$ cat src/rtl/check_dpa_pattern.sv
// Receive-side checker for the DPA training stream: filters frames by EtherType/MAC,
// verifies payload length and 0x00/0xFF run structure, and keeps saturating counters.
module check_dpa_pattern #(
  parameter int DATA_LENGTH = 8192,
  parameter int DATA_WIDTH  = 8
) (
  input  logic                  clk,
  input  logic                  rst,
  input  logic [47:0]           local_mac,
  input  logic                  clear_counters,
  input  logic                  s_eth_hdr_valid,
  output logic                  s_eth_hdr_ready,
  input  logic [47:0]           s_eth_dest_mac,
  input  logic [47:0]           s_eth_src_mac,
  input  logic [15:0]           s_eth_type,
  input  logic [DATA_WIDTH-1:0] s_eth_payload_axis_tdata,
  input  logic                  s_eth_payload_axis_tvalid,
  output logic                  s_eth_payload_axis_tready,
  input  logic                  s_eth_payload_axis_tlast,
  input  logic                  s_eth_payload_axis_tuser,
  output logic                  status_valid,
  output logic [3:0]            status,
  output logic [31:0]           frame_ok_count,
  output logic [31:0]           frame_err_count,
  output logic [31:0]           drop_count
);

  localparam int CW = $clog2(DATA_LENGTH) + 1;
  localparam logic [CW-1:0] LEN = CW'(DATA_LENGTH);

  typedef enum logic [1:0] {S_IDLE, S_CHECK, S_DROP, S_REPORT} state_t;

  state_t        state, state_next;
  logic [CW-1:0] beat_cnt, beat_cnt_next, cnt_inc;
  logic          run_val, run_val_next;
  logic [2:0]    run_len, run_len_next;
  logic          first_run, first_run_next;
  logic [3:0]    status_next;
  logic          ok_inc, err_inc, drop_inc;
  logic          sym_bad, hdr_match;
  logic          unused_src;

  function automatic logic [31:0] sat_inc(input logic [31:0] v);
    return (v == 32'hFFFF_FFFF) ? v : v + 32'd1;
  endfunction

  assign unused_src = ^s_eth_src_mac;

  assign s_eth_hdr_ready           = (state == S_IDLE);
  assign s_eth_payload_axis_tready = (state == S_CHECK) || (state == S_DROP);
  assign status_valid              = (state == S_REPORT);

  assign hdr_match = (s_eth_type == 16'h88B5) &&
                     ((s_eth_dest_mac == local_mac) || (s_eth_dest_mac == 48'hFFFF_FFFF_FFFF));

  always_comb begin
    state_next     = state;
    beat_cnt_next  = beat_cnt;
    run_val_next   = run_val;
    run_len_next   = run_len;
    first_run_next = first_run;
    status_next    = status;
    ok_inc         = 1'b0;
    err_inc        = 1'b0;
    drop_inc       = 1'b0;
    cnt_inc        = (beat_cnt == '1) ? beat_cnt : beat_cnt + 1'b1;
    sym_bad        = (s_eth_payload_axis_tdata != '0) && (s_eth_payload_axis_tdata != '1);

    case (state)
      S_IDLE: begin
        if (s_eth_hdr_valid) begin
          status_next   = 4'b0000;
          beat_cnt_next = '0;
          state_next    = hdr_match ? S_CHECK : S_DROP;
        end
      end
      S_CHECK: begin
        if (s_eth_payload_axis_tvalid) begin
          beat_cnt_next = cnt_inc;
          // Once a bad symbol is seen, run bookkeeping is meaningless for this frame
          if (sym_bad) begin
            status_next[1] = 1'b1;
          end else if (!status[1]) begin
            if (beat_cnt == '0) begin
              run_val_next   = s_eth_payload_axis_tdata[0];
              run_len_next   = 3'd1;
              first_run_next = 1'b1;
            end else if (s_eth_payload_axis_tdata[0] == run_val) begin
              run_len_next = (run_len == 3'd7) ? run_len : run_len + 3'd1;
              if (run_len >= 3'd5) status_next[2] = 1'b1;
            end else begin
              if (!first_run && (run_len != 3'd5)) status_next[2] = 1'b1;
              run_val_next   = s_eth_payload_axis_tdata[0];
              run_len_next   = 3'd1;
              first_run_next = 1'b0;
            end
          end
          if (s_eth_payload_axis_tuser) status_next[3] = 1'b1;
          if ((cnt_inc > LEN) || (s_eth_payload_axis_tlast && (cnt_inc != LEN)))
            status_next[0] = 1'b1;
          if (s_eth_payload_axis_tlast) begin
            state_next = S_REPORT;
            ok_inc     = (status_next == 4'b0000);
            err_inc    = (status_next != 4'b0000);
          end
        end
      end
      S_DROP: begin
        if (s_eth_payload_axis_tvalid && s_eth_payload_axis_tlast) begin
          drop_inc   = 1'b1;
          state_next = S_IDLE;
        end
      end
      S_REPORT: state_next = S_IDLE;
      default:  state_next = S_IDLE;
    endcase
  end

  always_ff @(posedge clk or posedge rst) begin
    if (rst) begin
      state     <= S_IDLE;
      beat_cnt  <= '0;
      run_val   <= 1'b0;
      run_len   <= 3'd0;
      first_run <= 1'b0;
      status    <= 4'b0000;
    end else begin
      state     <= state_next;
      beat_cnt  <= beat_cnt_next;
      run_val   <= run_val_next;
      run_len   <= run_len_next;
      first_run <= first_run_next;
      status    <= status_next;
    end
  end

  // Counters: a clear request takes priority over a same-cycle increment
  always_ff @(posedge clk or posedge rst) begin
    if (rst) begin
      frame_ok_count  <= 32'd0;
      frame_err_count <= 32'd0;
      drop_count      <= 32'd0;
    end else if (clear_counters) begin
      frame_ok_count  <= 32'd0;
      frame_err_count <= 32'd0;
      drop_count      <= 32'd0;
    end else begin
      if (ok_inc)   frame_ok_count  <= sat_inc(frame_ok_count);
      if (err_inc)  frame_err_count <= sat_inc(frame_err_count);
      if (drop_inc) drop_count      <= sat_inc(drop_count);
    end
  end

endmodule

$ cat config.mk
export PLATFORM = sky130hd
export DESIGN_NAME = check_dpa_pattern
export DESIGN_NICKNAME = d
export VERILOG_FILES = /design/src/rtl/check_dpa_pattern.sv
export SDC_FILE = /design/constraint.sdc
export NUM_CORES = 1
export LEC_CHECK = 0
export ABC_AREA = 1
export BUFFER_PORTS_ARGS = -buffer_cell sky130_fd_sc_hd__buf_4
export CORE_UTILIZATION = 32
export CTS_CLUSTER_DIAMETER = 50
export DETAILED_ROUTE_END_ITERATION = 7
export PLACE_DENSITY = 0.58
export SYNTH_ARGS = -nofsm -noshare
export SYNTH_HDL_FRONTEND = slang
export SYNTH_SLANG_ARGS = --single-unit
$ cat constraint.sdc
create_clock -name clk -period 7.8 [get_ports clk]
set_input_delay 1.17 -clock clk [delete_from_list [all_inputs] [get_ports clk]]
set_output_delay 1.17 -clock clk [all_outputs]
set_load 0.01 [all_outputs]
### Yosys cells after proc, flatten, opt, wreduce, memory -nomap -nowiden

Index checks and enable logic that the tools add are counted.

| word-level totals | value |
|---|---|
| flip-flop bits (word level) | 121 |
| input bits | 175 |
| output and inout bits | 103 |
| word-level logic and storage cells | 121 |

| cells by class | value |
|---|---|
| add/subtract/negate cells | 5 |
| order comparisons | 2 |
| eq/ne operators | 24 |
| multiplexer cells | 54 |
| bitwise operators | 2 |
| reduce and logical (&&, ||, !) cells | 25 |

Operator list:

| cell | count |
|---|---|
| two-way mux 32 bit | 9 |
| adder 32 x 1 -> 32 bit, second input constant | 3 |
| equality test 32 bit, second input constant | 3 |
| equality test 48 bit | 1 |
| equality test 48 bit, second input constant | 1 |
| two-way mux 14 bit | 3 |
| two-way mux 1 bit | 29 |
| one-hot mux 14 bit (2 select lines) | 1 |
| equality test 16 bit, second input constant | 1 |
| adder 14 x 1 -> 14 bit, second input constant | 1 |
| equality test 14 bit, second input constant | 1 |
| greater-than comparator 14 bit, second input constant | 1 |
| zero test 14 bit | 1 |
| inequality test 14 bit, second input constant | 1 |
| inequality test 2 bit, second input constant | 7 |
| two-way mux 2 bit | 5 |
| AND reduction 5 bit | 2 |
| two-way mux 3 bit | 3 |
| two-way mux 4 bit | 2 |
| inequality test 8 bit, second input constant | 1 |
| one-hot mux 2 bit (4 select lines) | 1 |
| one-hot mux 4 bit (2 select lines) | 1 |
| nonzero test 2 bit | 4 |
| nonzero test 8 bit | 1 |
| other kinds (18) | 29 |

### Logic depth before layout (Yosys ltp)

| depth | value |
|---|---|
| word-level depth | 15 |
| gate-level depth with buffers | 19 |
| depth with buffers taken out | 17 |

### Least setup slack after synthesis

OpenSTA, ideal clock, no wires.

| timing | value |
|---|---|
| path type | input -> register |
| start point | in s_eth_payload_axis_tdata[0] |
| end point | reg frame_ok_count[11] |
| library setup time | 119 ps |
| arrival | 2543 ps |
| data required time | 7681 ps |
| path slack | 5138 ps |
| cell stages on the path | 11 |
| buffers on the path | 1 |
| path through | nor4_1 -> nand2_1 -> a21oi_1 -> nand4_1 -> inv_1 -> nand4_4 -> inv_4 -> buf_4 -> nand3_1 -> nand2_1 -> nor2_1 |

| between the ends | value |
|---|---|
| cells in the longest elaborated chain, start to end | 13 |
| elaborated cells on any way between the ends | 19 |
| those cells by class | eq/ne (2); mux (12); reduce/logical (5) |

Ends and longest elaborated chain:

| item | RTL line | source |
|---|---|---|
| start: declaration | 16 | `input logic [DATA_WIDTH-1:0] s_eth_payload_axis_tdata,` |
| equality test 1 bit | 88 | `end else if (s_eth_payload_axis_tdata[0] == run_val) begin` |
| two-way mux 1 bit | 88 |  |
| two-way mux 1 bit | 84 | `if (beat_cnt == '0) begin` |
| two-way mux 1 bit | 83 | `end else if (!status[1]) begin` |
| two-way mux 1 bit | 81 | `if (sym_bad) begin` |
| two-way mux 1 bit | 78 | `if (s_eth_payload_axis_tvalid) begin` |
| two-way mux 1 bit | 69 | `case (state)` |
| zero test 4 bit (*) | 103 | `ok_inc = (status_next == 4'b0000);` |
| two-way mux 1 bit (*) | 101 | `if (s_eth_payload_axis_tlast) begin` |
| two-way mux 1 bit (*) | 78 |  |
| two-way mux 1 bit (*) | 69 |  |
| nonzero test 2 bit (no source line) (*) | n/a |  |
| AND reduction 2 bit (no source line) (*) | n/a |  |
| end signal: assignment | 148 | `if (ok_inc) frame_ok_count <= sat_inc(frame_ok_count);` |
| end: declaration | 23 | `output logic [31:0] frame_ok_count,` |

Mark *: on every way between the ends. The rest lies on a longest branch, timed or not. The select of a mux whose other input is x is not followed.
A chain may end at the register's enable or synchronous reset.

### Worst setup path after layout

| timing | value |
|---|---|
| start point | reg beat_cnt[0] |
| end point | reg frame_err_count[9] |

| between the ends | value |
|---|---|
| cells in the longest elaborated chain, start to end | 14 |
| elaborated cells on any way between the ends | 22 |
| those cells by class | add/sub (1); order compare (1); eq/ne (2); mux (12); reduce/logical (6) |

Ends and longest elaborated chain:

| item | RTL line | source |
|---|---|---|
| start: declaration | 34 | `logic [CW-1:0] beat_cnt, beat_cnt_next, cnt_inc;` |
| start signal: assignment | 129 | `beat_cnt <= beat_cnt_next;` |
| parallel branches: the longest is 8 deep, another holds adder 14 x 1 -> 14 bit | n/a |  |
| nonzero test 4 bit (*) | 104 | `err_inc = (status_next != 4'b0000);` |
| two-way mux 1 bit (*) | 101 |  |
| two-way mux 1 bit (*) | 78 |  |
| two-way mux 1 bit (*) | 69 |  |
| nonzero test 2 bit (no source line) (*) | n/a |  |
| AND reduction 2 bit (no source line) (*) | n/a |  |
| end signal: assignment | 149 | `if (err_inc) frame_err_count <= sat_inc(frame_err_count);` |
| end: declaration | 24 | `output logic [31:0] frame_err_count,` |

Every way passes the cells marked *. The select of a mux whose other input is x is not followed.

==> impl_metrics.tcl <==
set metrics [dict create \
    grtUsageTotal_pct 19.8 \
    diodes 0 \
    fillers 2608 \
    synth-edff-count 0 \
    cts-root-buf "clkbuf_16" \
    period_needed_ns 3.24 \
    ys_seq_elements 121 \
    final-hold-violation-count 0 \
    cts_tree "yes" \
    gp_congestion 0.910 \
    grt_pass1_vias 8234 \
    die-height_um 162 \
    post-cts-setup-buffer-count 0 \
    io_buffers 229 \
    antenna_found_initial 0 \
    synth_area_um2 8230 \
    fin_skew_ns 0.0123 \
    insertion_delay_ns 0.42 \
    core_area_um2 25200 \
    syn_avg_cell_area_um2 6.94 \
    fin_ws_ns 4.56 \
    power.density_nw_per_um2 162 \
    yosys.area.top_type "dfrtp_1" \
    slew_headroom_pct 33.5 \
    met3_usage_pct 3.34 \
    area_growth_pct 33.0 \
    rows 58 \
    slew_viol_final 0 \
    hpwl_mm 19.0 \
    worstReg2RegStart "beat_cnt[0]$_DFFE_PP0P_" \
    drt_wl_total_mm 25.3 \
    synth-seq-area-share_pct 36.8 \
    die_w_um 162 \
    cts_buffers 17 \
    setup_tns_ns 0 \
    leakagePower_nw 5.06 \
    cts_buffer_depth 2 \
    routedWlPerCell_um 14.4 \
    rsz0062_at_grt "false" \
    worst_pin_slew_ns 0.996 \
    hold_buffers 0 \
    status "finished clean" \
    crit_fanout 29 \
    use_met1_pct 26.5 \
    min_from "status[1]$_DFFE_PP0P_" \
    firstDrtPassIters 5 \
    r2r-end "frame_err_count[9]$_DFFE_PP0P_" \
    holdPathStages 2 \
    drt-initial-drc-count 479 \
    antenna_left 0 \
    ff2ff_path_depth 16 \
    worstPathRequired_ns 8.15 \
    start_util_pct 32.7 \
    ys_warn_count 0 \
    hold_path_end "status[1]$_DFFE_PP0P_" \
    async_flop_share_pct 100 \
    synth_area_leaders "dfrtp_1, nand2_1, nor2_1, inv_1, nand3_1" \
    criticalPathCategory "reg -> reg" \
    dieArea_um2 26400 \
    io_pins 278 \
    fin_nets 1600 \
    met2_usage_pct 32.8 \
    worstSetupEndpointType "register" \
    cp-start-kind "register" \
    fin_crit_sh_pct 41.5 \
    grt_max_degree 77 \
    cts.sinks 121 \
    ys_types 41 \
    fmax_mhz 309 \
    grt_remaining_overflow 0 \
    synth_top_area_share_pct 36.8 \
    cts_resized 0 \
    setup_violations 0 \
    grt_busiest_layer "met2" \
    htree_levels 4 \
    synthesis.nets 1373 \
    finalPower_mw 1.78 \
    synthCells 1186 \
    place_ws_ns 4.14 \
    ys.flop_type "dfrtp_1" \
    vias_per_cell 4.84 \
    grt_first_pass_wirelength_mm 41.5 \
    clk_pin_slew_ns 0.06 \
    r2r_slack_ns 4.56 \
    hp-class "reg -> reg" \
    drcViolationCount 0 \
    maxCapViolCount 0 \
    vias 8499 \
    drive_above_1_share_pct 20.8 \
    arrival_ns 3.58 \
    ir_drop_mv 0.131 \
]
[report_power, final]
part / switching (mW) / internal (mW) / leakage (nW)
registers: 0.00551 / 0.634 / 1.68
clock network: 0.302 / 0.626 / 0.334
logic: 0.118 / 0.0925 / 3.04
total: 0.425 / 1.35 / 5.06
[state kept, by name (all words and copies together), names as in the netlist]
| register | cells |
|---|---|
| drop_count | 32 |
| first_run | 1 |
| frame_err_count | 32 |
| beat_cnt | 14 |
| run_val | 1 |
| frame_ok_count | 32 |
| run_len | 3 |
| state | 2 |
| status | 4 |
[cells in the mapped netlist (2+ instances only)]
cell type	count
dfrtp_1	121
a31oi_1	3
nand3_2	3
xnor2_1	45
buf_6	5
nor4_1	20
or2_2	2
nor3b_1	2
nor3_1	41
buf_2	4
nor2_4	3
o31ai_1	15
a21oi_1	33
nand4_1	45
inv_1	145
nor3_2	2
nand2_1	280
o211ai_1	3
nand3_1	82
o22ai_1	8
clkbuf_1	15
nand3b_1	7
o21bai_1	2
xor2_1	20
o21ai_0	43
nor2_2	8
nand2_2	5
o21a_1	2
o21ai_1	7
ha_1	12
nor2_1	192
buf_4	2
[kinds of logic after synthesis]
group	count (synthesis)	share of synthesized area, %
multiplexers	1	0.137
XOR/XNOR	65	6.92
AND/OR/NAND/NOR	695	37.6
adder cells (fa/ha/maj)	12	1.82
AO/OA/AOI/OAI	119	8.24
flip-flops	121	36.8
buffers and inverters	173	8.53
[per-stage QoR]
| stage | area, um2 | cells | hold slack (ns) | util [%] |
|---|---|---|---|---|
| floorplan | 8230 | 1186 | 0.487 | - |
| global placement | 10300 | 1724 | 0.496 | 40.7 |
| detailed placement | 10300 | 1724 | 0.501 | 40.7 |
| CTS | 10900 | 1756 | 0.515 | 43.5 |
| global route | 10900 | 1756 | 0.541 | 43.5 |
| finish | 10900 | 1756 | 0.514 | 43.5 |
[worst max-delay path: stages, from the launching register on]
cell and delay (ns):
dfrtp_1 0.46, ha_1 0.29, nand2_2 0.10, nor2_4 0.05
nand2_4 0.10, inv_1 0.07, nand2_1 0.20, nand3_1 0.13
nor2_1 0.12, nand2_1 0.07, nor2_1 0.09, nand2_1 0.07
nand2_2 0.12, nand3_2 0.55, nand2_2 0.44, o21ai_0 0.14
nor2_1 0.15
[area by class of cell]
type                       instances  area, um2  share of cell area, %
timing repair buffer             235       1760                   16.1
clock inverter                    11        215                   1.97
clock buffer                      21        470                   4.30
tap                              330        413                   3.77
inverter                         146        553                   5.05
sequential                       121       3030                   27.7
multi-input combinational        892       4500                   41.1
[how the worst max path moves through the flow]
stage	endpoint	startpoint	cells past startpoint	slack [ns]
finish	frame_err_count[9]$_DFFE_PP0P_	beat_cnt[0]$_DFFE_PP0P_	16	4.56
detailed placement	frame_err_count[0]$_DFFE_PP0P_	s_eth_payload_axis_tdata[0]	10	4.14
global route	frame_err_count[9]$_DFFE_PP0P_	s_eth_payload_axis_tdata[0]	10	4.32
floorplan	beat_cnt[0]$_DFFE_PP0P_	rst	1	3.42
global placement	frame_err_count[0]$_DFFE_PP0P_	s_eth_payload_axis_tdata[0]	10	4.17
CTS	frame_err_count[9]$_DFFE_PP0P_	beat_cnt[0]$_DFFE_PP0P_	16	4.55
[per-layer routing]
| metal | vias up | part of all wire [%] | wire (um) |
|---|---|---|---|
| met3 | 24 | 4.2 | 1060 |
| met2 | 194 | 48 | 12100 |
| met1 | 3948 | 46 | 11800 |
| li1 | 4333 | - | - |
| met5 | - | 0 | 0 |
| met4 | 0 | 1.5 | 370 |
[cells in the final DEF (no fill, tap or decap), types with 12 or more instances in the layout]
master / n
nand2_1: 280
buf_4: 235
nor2_1: 192
inv_1: 143
dfrtp_1: 121
nand3_1: 82
nand4_1: 45
xnor2_1: 45
o21ai_0: 43
nor3_1: 41
a21oi_1: 33
nor4_1: 20
xor2_1: 20
clkbuf_16: 17
o31ai_1: 15
ha_1: 12
No activity file was read; power rests on OpenSTA's default activity.
